--- config.mk ---
export PLATFORM = sky130hd
export DESIGN_NAME = ysyx_23060203_ifu
export DESIGN_NICKNAME = d
export VERILOG_FILES = /design/src/rtl/ysyx_23060203_pkg.sv /design/src/rtl/ysyx_23060203_ifu.sv
export SDC_FILE = /design/constraint.sdc
export NUM_CORES = 1
export LEC_CHECK = 0
export CAP_MARGIN = 10
export CORE_MARGIN = 2
export CORE_UTILIZATION = 37
export CTS_CLUSTER_DIAMETER = 150
export DETAILED_ROUTE_END_ITERATION = 12
export PLACE_DENSITY = 0.76
export SLEW_MARGIN = 20
export SYNTH_ARGS = -nofsm -noshare
export SYNTH_HDL_FRONTEND = slang
export SYNTH_SLANG_ARGS = --single-unit
--- constraint.sdc ---
create_clock -name clk -period 3 [get_ports clk]
set_clock_uncertainty 0.05 [all_clocks]
set_input_delay 0.6 -clock clk [delete_from_list [all_inputs] [get_ports clk]]
set_output_delay 0.6 -clock clk [all_outputs]
set_load 0.03 [all_outputs]
--- src/rtl/ysyx_23060203_pkg.sv ---
// Shared types and constants for the instruction fetch unit.
package ysyx_23060203_pkg;

    localparam int unsigned XLEN = 32;
    localparam logic [1:0] RESP_OKAY = 2'b00;

    typedef enum logic [1:0] {
        IDLE = 2'd0,
        AR   = 2'd1,
        R    = 2'd2,
        OUT  = 2'd3
    } ifu_state_e;

    // Instruction payload handed to the decoder
    typedef struct packed {
        logic [XLEN-1:0] pc;
        logic [XLEN-1:0] inst;
        logic            fault;
    } fetch_t;

endpackage

--- src/rtl/ysyx_23060203_ifu.sv ---
// Instruction fetch unit: takes one pc at a time, reads the word over AXI-lite
// and hands pc/instruction/fault to the decoder; flush discards the pending fetch.
module ysyx_23060203_ifu
    import ysyx_23060203_pkg::*;
(
    input  logic        clk,
    input  logic        rst,

    input  logic        in_valid,
    output logic        in_ready,
    input  logic [31:0] in_pc,
    input  logic        flush,

    output logic [31:0] araddr,
    output logic        arvalid,
    input  logic        arready,

    input  logic [31:0] rdata,
    input  logic [1:0]  rresp,
    input  logic        rvalid,
    output logic        rready,

    output logic        out_valid,
    input  logic        out_ready,
    output logic [31:0] out_pc,
    output logic [31:0] out_inst,
    output logic        out_fault
);

    ifu_state_e state;
    ifu_state_e state_nxt;
    logic       drop;
    logic       drop_nxt;
    logic       accept;
    logic       misaligned;
    logic       rsp_keep;
    fetch_t     out_q;

    assign accept     = in_valid & in_ready;
    assign misaligned = (in_pc[1:0] != 2'b00);
    // A response is kept only if no flush has hit this fetch, including this cycle
    assign rsp_keep   = (state == R) & rvalid & ~drop & ~flush;

    // State register
    always_ff @(posedge clk or posedge rst) begin
        if (rst) begin
            state <= IDLE;
            drop  <= 1'b0;
        end else begin
            state <= state_nxt;
            drop  <= drop_nxt;
        end
    end

    // Next-state logic; a flush in AR/R only marks the fetch, the bus transfer still completes
    always_comb begin
        state_nxt = state;
        drop_nxt  = drop;
        case (state)
            IDLE: begin
                if (accept) state_nxt = misaligned ? OUT : AR;
            end
            AR: begin
                if (flush)   drop_nxt  = 1'b1;
                if (arready) state_nxt = R;
            end
            R: begin
                if (flush) drop_nxt = 1'b1;
                if (rvalid) begin
                    state_nxt = rsp_keep ? OUT : IDLE;
                    drop_nxt  = 1'b0;
                end
            end
            OUT: begin
                if (flush) begin
                    state_nxt = IDLE;
                end else if (out_ready) begin
                    if (accept) state_nxt = misaligned ? OUT : AR;
                    else        state_nxt = IDLE;
                end
            end
            default: state_nxt = IDLE;
        endcase
    end

    // Output decode from the state register
    always_comb begin
        in_ready  = 1'b0;
        arvalid   = 1'b0;
        rready    = 1'b0;
        out_valid = 1'b0;
        case (state)
            IDLE: in_ready = ~flush;
            AR:   arvalid  = 1'b1;
            R:    rready   = 1'b1;
            OUT: begin
                out_valid = ~flush;
                in_ready  = ~flush & out_ready;
            end
            default: ;
        endcase
    end

    // Address and delivered-instruction registers
    always_ff @(posedge clk or posedge rst) begin
        if (rst) begin
            araddr <= '0;
            out_q  <= '0;
        end else begin
            if (accept) begin
                out_q.pc <= in_pc;
                if (misaligned) begin
                    out_q.inst  <= '0;
                    out_q.fault <= 1'b1;
                end else begin
                    araddr <= in_pc;
                end
            end
            if (rsp_keep) begin
                out_q.inst  <= rdata;
                out_q.fault <= (rresp != RESP_OKAY);
            end
        end
    end

    assign out_pc    = out_q.pc;
    assign out_inst  = out_q.inst;
    assign out_fault = out_q.fault;

endmodule

==> results_dict.tcl <==
set metrics [dict create \
    die_h_um 105 \
    core_area_um2 9860 \
    worstSetupEndpointType "primary output" \
    drt_iter0_drc 67 \
    fin_nets 502 \
    rr_startpoint "state[0]" \
    min_period_over_period 0.929 \
    fp.dieW_um 105 \
    drt-total-wl_mm 9.09 \
    ctsResizeCount 0 \
    ios 174 \
    cp_common_cell "clkdlybuf4s50_1" \
    cp.arrival_ns 2.14 \
    die_area_um2 11100 \
    worstSetupStartpointType "primary input" \
    syn_nets 322 \
    cts_made_buffers 9 \
    synth_common_cells "dfrtp_1, mux2_2, a22o_1, mux2_1, buf_2" \
    slowest_stage "clkdlybuf4s50_1" \
    clockRootBuffer "clkbuf_8" \
    synth_cells 244 \
    path_max_fanout 3 \
    rsz0062_at_grt "false" \
    synth_cell_type_count 24 \
    yosys_warnings 0 \
    yosysSeqAreaShare 0.659 \
    cts_buffer_depth 2 \
    rows 36 \
    synth_largest_area_cell "dfrtp_1" \
    hold_viol_final 0 \
    syn_to_final_growth_pct 56.1 \
    drc 0 \
    p_per_area_nw_per_um2 1140 \
    critPathKind "primary input to primary output" \
    cts_tree "built" \
    total_power_mw 6.77 \
    portBuffers 173 \
    netlist_area_um2 3800 \
    critPathLaunch "out_ready" \
    worst_pin_slew_ns 0.674 \
    period_needed_ns 2.79 \
    vias 2688 \
    fin_util 0.601 \
    wire_per_inst_um 16.2 \
    min_path_type "flip-flop to flip-flop" \
    relSlewSlack 0.551 \
    ys_ff_latch 100 \
    crit_required_ns 2.35 \
    syn_area_per_cell_um2 15.6 \
    pre_cts_ws_ns 0.226 \
    setup_violations 0 \
    cts_max_level 3 \
    first_pass_iters 4 \
    worst_slack_ns 0.213 \
    ys.flop_type "dfrtp_1" \
    place_area_um2 5710 \
    outcome "completed" \
    grt_pass1_vias 2943 \
    drive_gt1_frac 0.147 \
    synthArstFlopShare 1.00 \
    min-delay-start "araddr[0]" \
    ant_nets 0 \
    worstSkewPairLatency_ns 0.33 \
    p_leak_nw 2.61 \
    antenna_found_initial 0 \
    fin_area_um2 5930 \
    synth_edf_count 0 \
    gr-total-overflow 0 \
    yosys-top-cells-area "dfrtp_1, mux2_2, mux2_1, a22o_1, ha_1" \
    clk_pin_slew_ns 0.09 \
    cts_setup_buffers 0 \
    grt_start_max_net_pins 56 \
    hold_buffers 0 \
    cts_sinks 100 \
    grt_pass1_wl_mm 14.8 \
    vdd_ir_drop_max_mv 0.486 \
    finalSetupTns_ns 0 \
    vias_per_cell 4.79 \
    hpwl_mm 6.72 \
    routabilityCongestion 0.761 \
    grt_usage 0.168 \
    diodes 0 \
    synth_top_area_frac 0.659 \
    max_stage_delay_ns 0.73 \
    fmax_mhz 359 \
    yosysMostFrequentCell "dfrtp_1" \
    initial_utilization 0.385 \
    slew_violations 0 \
    maxCapViolCount 0 \
    path_cells "clkdlybuf4s50_1 -> a21oi_1 -> nor3_1 -> clkdlybuf4s50_1" \
]
-- worst max-delay path, delay by kind of cell --
family                 cells  cell delay [ns]
buffers and inverters      2             1.24
AO/OA/AOI/OAI              1             0.13
AND/OR/NAND/NOR            1             0.16
-- metal layers --
layer  GRT usage  routed length (µm)  part of all wire  vias up
met5           0                   0                 0        -
li1            -                   -                 -     1239
met4      0.0562                 116             0.013        0
met1       0.212                3890              0.43     1342
met3      0.0359                 472             0.052       10
met2       0.287                4620              0.51       97
-- cell families (layout without fill, tap and decap cells) --
kind of cell,count (synthesis),count (layout),synth area share
compound gates,43,43,0.0936
simple gates,17,17,0.0273
mux,62,62,0.184
buf+inv,17,201,0.0198
fa+ha+maj,5,5,0.0165
flops,100,100,0.659
-- cell type report --
type	instances	area, µm²
Inverter	5	22.5
Timing Repair Buffer	181	1790
Sequential cell	100	2500
Clock inverter	4	73.8
Clock buffer	11	141
Multi-Input combinational cell	127	1230
Fill cell	791	3940
Tap cell	133	166
-- state kept, by name, summed over array words and instances, names as in the netlist --
| name | flops |
|---|---|
| araddr | 32 |
| drop | 1 |
| out_fault | 1 |
| out_inst | 32 |
| out_pc | 32 |
| state | 2 |
-- cell usage in the layout, fill, tap and decap left out, types with 2 or more instances in the layout --
cell type	n
a21oi_1	2
buf_4	8
mux2_2	34
bufinv_16	2
clkdlybuf4s50_1	173
nor2_1	4
ha_1	5
clkbuf_8	10
dfrtp_1	100
o21ai_0	2
and2_1	2
mux2_1	28
a22o_1	32
a31oi_1	2
nor3b_1	2
nor2b_1	3
inv_1	4
-- per-stage QoR --
step	hold WS [ns]	instances
finish	0.442	561
global placement	0.421	546
floorplan	0.466	244
global route	0.460	561
CTS	0.447	561
detailed placement	0.421	546
-- report_power, final --
group | internal [mW] | switching [mW]
sequential | 1.96 | 0.340
clock | 0.489 | 0.429
combinational | 1.63 | 1.92
-- path summary, 6_finish.rpt --
check	to	slack (ns)	depth (start not counted)
max	in_ready	0.21	4
min	araddr[0]	0.44	1
max reg2reg	out_inst[0]	0.65	8
min reg2reg	araddr[0]	0.44	1
max in group asynchronous	araddr[10]	1.66	3
min in group asynchronous	araddr[22]	0.70	3
No activity file was read; power rests on OpenSTA's default activity.
==> RTL edit 1: new RTL, same flow settings <==
Register the output `out_fault`, with the module's reset; this adds one clock of latency there. The other outputs are not delayed to match.
--- a/src/rtl/ysyx_23060203_ifu.sv
+++ b/src/rtl/ysyx_23060203_ifu.sv
@@ -127,3 +127,9 @@
     assign out_inst  = out_q.inst;
-    assign out_fault = out_q.fault;
+    always_ff @(posedge clk or posedge rst) begin
+        if (rst) begin
+            out_fault <= '0;
+        end else begin
+            out_fault <= out_q.fault;
+        end
+    end
 
Formal check against the unedited RTL: not equivalent (Yosys sat finds a counterexample within 4 cycles, from zero or initial values and one cycle with rst high).
==> RTL edit 1 against the unedited design <==
- cell count is 1.6% higher
- combinational power hardly changed
- sequential share of layout area is 0.63 points lower
- sequential cell count is 1 higher
- routed wire length is 2.1% higher
- worst setup slack better by 71 ps
- first-iteration DRC count is 27% higher
- non-clock buffer count is 3 lower
- final area is 2.5% higher
- critical endpoint unchanged
- power is 5.4% higher
- synthesized area is 13% higher
==> RTL edit 1: results <==
export IMPL_status="finished, final reports clean"
export IMPL_met2_usage_pct=24.6
export IMPL_place_ws_ps=284
export IMPL_synthAdderAreaFrac_pct=1.45
export IMPL_slew_headroom_pct=65.5
export IMPL_wl_met1_mm=4.07
export IMPL_fillerInstances=974
export IMPL_synth_cell_types=25
export IMPL_clockBufferCount=10
export IMPL_syn_num_nets=387
export IMPL_ys_seq_area_share_pct=58.7
export IMPL_grt_usage_pct=15.2
export IMPL_total_power_mw=7.14
export IMPL_gr_usage_met1_pct=19.3
export IMPL_clk_pin_slew_ps=70
export IMPL_synth_common_cells="dfrtp_1, buf_4, mux2_2"
export IMPL_nNetsFinal=500
export IMPL_grt_pass1_wl_mm=15.1
export IMPL_wl_met3_um=659
export IMPL_max_stage_delay_ps=690
export IMPL_place_hpwl_mm=6.65
export IMPL_p_clk_mw=1.26
export IMPL_buf_share_pct=29.5
export IMPL_clk_share_pct=5.35
export IMPL_period_share_pct=90.5
export IMPL_grt_pass1_vias=2925
export IMPL_arrival_ps=2070
export IMPL_clock_sinks=101
export IMPL_multi_input_area_share_pct=20.2
export IMPL_wl_per_cell_um=16.3
export IMPL_wl_met2_mm=4.43
==> RTL edit 1: worst paths after layout <==
| kind | start | endpoint | cells past startpoint |
|---|---|---|---|
| worst max register to register | state[0] | araddr[8] | 7 |
| max in group asynchronous | rst | out_pc[26] | 3 |
| min in group asynchronous | rst | out_pc[1] | 3 |
| worst min-delay path | out_q[0] | out_fault | 0 |
| worst max-delay path | state[0] | in_ready | 4 |
| worst min register to register | out_q[0] | out_fault | 0 |
==> RTL edit 1: cell families (layout without fill, tap and decap cells) <==
| family | count (synthesis) | in the layout |
|---|---|---|
| simple gates | 17 | 17 |
| fa+ha+maj | 5 | 5 |
| flops | 101 | 101 |
| compound gates | 43 | 43 |
| mux | 62 | 62 |
| buf+inv | 81 | 199 |
==> RTL edit 1: worst reg2reg max path, delay by kind of cell (launching register included) <==
kind / cells / cell delay (ps)
simple gates: 3 / 660
flops: 1 / 380
buf+inv: 2 / 380
mux: 1 / 380
fa+ha+maj: 1 / 370
==> RTL edit 2: new RTL, same settings <==
Made on the original files. Encoding of `ifu_state_e`: now one-hot (4 bits for 4 states).
--- a/src/rtl/ysyx_23060203_pkg.sv
+++ b/src/rtl/ysyx_23060203_pkg.sv
@@ -6,7 +6,7 @@
 
-    typedef enum logic [1:0] {
-        IDLE = 2'd0,
-        AR   = 2'd1,
-        R    = 2'd2,
-        OUT  = 2'd3
+    typedef enum logic [3:0] {
+        IDLE = 4'b0001,
+        AR   = 4'b0010,
+        R    = 4'b0100,
+        OUT  = 4'b1000
     } ifu_state_e;
Check against the original RTL: same outputs for any inputs over 4 cycles, from zero or initial values and one cycle with rst high; so few cycles prove little.
==> RTL edit 2 against the unedited design <==
- routed wire length is 4.1% higher
- sequential cell count is 2 higher
- synthesized area is 4.4% higher
- clock power hardly changed
- via count is 2.2% higher
- register-to-register slack better by 210 ps
- worst setup slack worse by 110 ps
- cell count is 0.71% higher
- final area is 2.6% higher
- first-iteration DRC count is 110% higher
- count of clock-buffer cells in the layout is 1 lower
- global-route usage is 0.22 points lower
- power is 17% lower
- non-clock buffer count is 1 lower
- critical path type unchanged
- largest cell class unchanged
==> RTL edit 2: results <==
export IMPL_status="finished, final reports clean"
export IMPL_portBuffers=173
export IMPL_drt_first_iter_violations=141
export IMPL_irDropWorstVdd_mv=0.546
export IMPL_crit_reg2reg_launch="state[2]"
export IMPL_cts_post_setup_buffers_inserted=0
export IMPL_clk_pin_slew_ps=100
export IMPL_holdPathEnd="araddr[0]"
export IMPL_rrSetupSlack_ps=860
export IMPL_cp_max_fo=4
export IMPL_htree_levels=3
export IMPL_nNetsFinal=497
export IMPL_max_stage_delay_ps=660
export IMPL_r2r_cells=4
export IMPL_cts_buffers=9
export IMPL_hp_start="araddr[0]"
export IMPL_place_hpwl_mm=6.69
export IMPL_hp_class="register to register"
export IMPL_grt_usage_pct=16.6
export IMPL_synth_cell_types=30
export IMPL_arrival_ps=2240
export IMPL_synth_common_cells="dfrtp_1, mux2_2, a22o_1"
export IMPL_slew_headroom_pct=46.4
export IMPL_grt_pass1_wl_mm=15.1
export IMPL_leakage_nw=2.74
export IMPL_syn_num_nets=320
export IMPL_p_sw_share_pct=37.1
export IMPL_ys_seq_area_share_pct=64.4
export IMPL_clockBufferDepth=2
export IMPL_dr_pass1_iters=4
export IMPL_drt_total_wl_mm=9.47
export IMPL_cp_slowest_cell="clkdlybuf4s50_1"
export IMPL_r2r_end="out_pc[7]"
export IMPL_yosys_warnings=0
export IMPL_layout_drive_gt1_share_pct=21.9
export IMPL_cts_root_buf="clkbuf_8"
export IMPL_clk_latency_ps=350
export IMPL_gp_congestion=0.776
export IMPL_via_count=2746
export IMPL_cp_top_family="buffers and inverters"
export IMPL_grt_max_degree=103
export IMPL_grt_pass1_vias=2872
export IMPL_antenna_found_initial=0
export IMPL_synth_area_leaders="dfrtp_1, mux2_4, mux2_2"
RTL edit 2: changes by cell type in the layout (fill, tap and decap cells not counted), moves of 3 or more:
cell | unedited run | this run
mux2_1 | 28 | 0
mux2_4 | 0 | 27
ha_1 | 5 | 0
buf_4 | 8 | 5
nor2b_1 | 3 | 0
RTL edit 2: area by class of cell:
cell class / instances / area (um2)
clock inverter: 6 / 76.3
tap: 136 / 170
multi-input combinational: 126 / 1310
clock buffer: 10 / 138
timing repair buffer: 180 / 1810
sequential: 102 / 2550
inverter: 5 / 22.5
fill: 833 / 4290
RTL edit 2: worst max path at each step:
stage | cells past startpoint | endpoint | from | slack (ps)
floorplan | 2 | in_ready | flush | 810
global placement | 4 | in_ready | flush | 180
detailed placement | 4 | in_ready | flush | 50
CTS | 3 | arvalid | state[3] | 7
global route | 3 | rready | state[3] | 70
finish | 5 | out_valid | flush | 110
RTL edit 2: power by group through the flow:
stage	clock (mW)	combinational (mW)	sequential (mW)
2_1_floorplan	0	0.648	2.94
3_3_place_gp	0	2.62	2.09
3_5_place_dp	0	2.65	2.10
4_1_cts	0.957	2.65	2.08
5_1_grt	1.01	2.75	2.14
6_report	0.916	2.62	2.08
RTL edit 2: cells by family after synthesis:
logic type / count (synthesis) / synth area share (%)
flip-flops: 102 / 64.4
multiplexers: 62 / 20.2
AO/OA/AOI/OAI: 43 / 9.22
AND/OR/NAND/NOR: 20 / 3.25
buffers and inverters: 19 / 2.71
XOR/XNOR: 1 / 0.221
RTL edit 2: worst reg2reg max path, stage by stage (launching register included):
cell	delay [ps]
dfrtp_1	450
or4b_4	570
a21oi_4	190
buf_4	380
mux2_2	400
RTL edit 2: routing by layer:
metal	part of all wire, %	global-route usage [%]
met2	49	27.0
met5	0	0
met3	8.3	5.69
met4	1.3	4.67
met1	42	21.1
RTL edit 2: repair_timing:
| item | CTS | global route |
|---|---|---|
| hold buffers | 0 | 0 |
| setup endpoints to repair | 0 | 2 |
| gates resized for setup | 0 | 2 |
RTL edit 2: metrics by stage:
stage / instance area [um2] / total power, mW / hold WS [ps] / setup slack, ps / std cells
2_1_floorplan: 3970 / 3.59 / 442 / 807 / 247
3_3_place_gp: 5860 / 4.70 / 425 / 184 / 549
3_5_place_dp: 5860 / 4.75 / 429 / 47.3 / 549
4_1_cts: 6070 / 5.70 / 454 / 6.87 / 565
5_1_grt: 6080 / 5.90 / 465 / 65.3 / 565
6_report: 6080 / 5.61 / 449 / 108 / 565
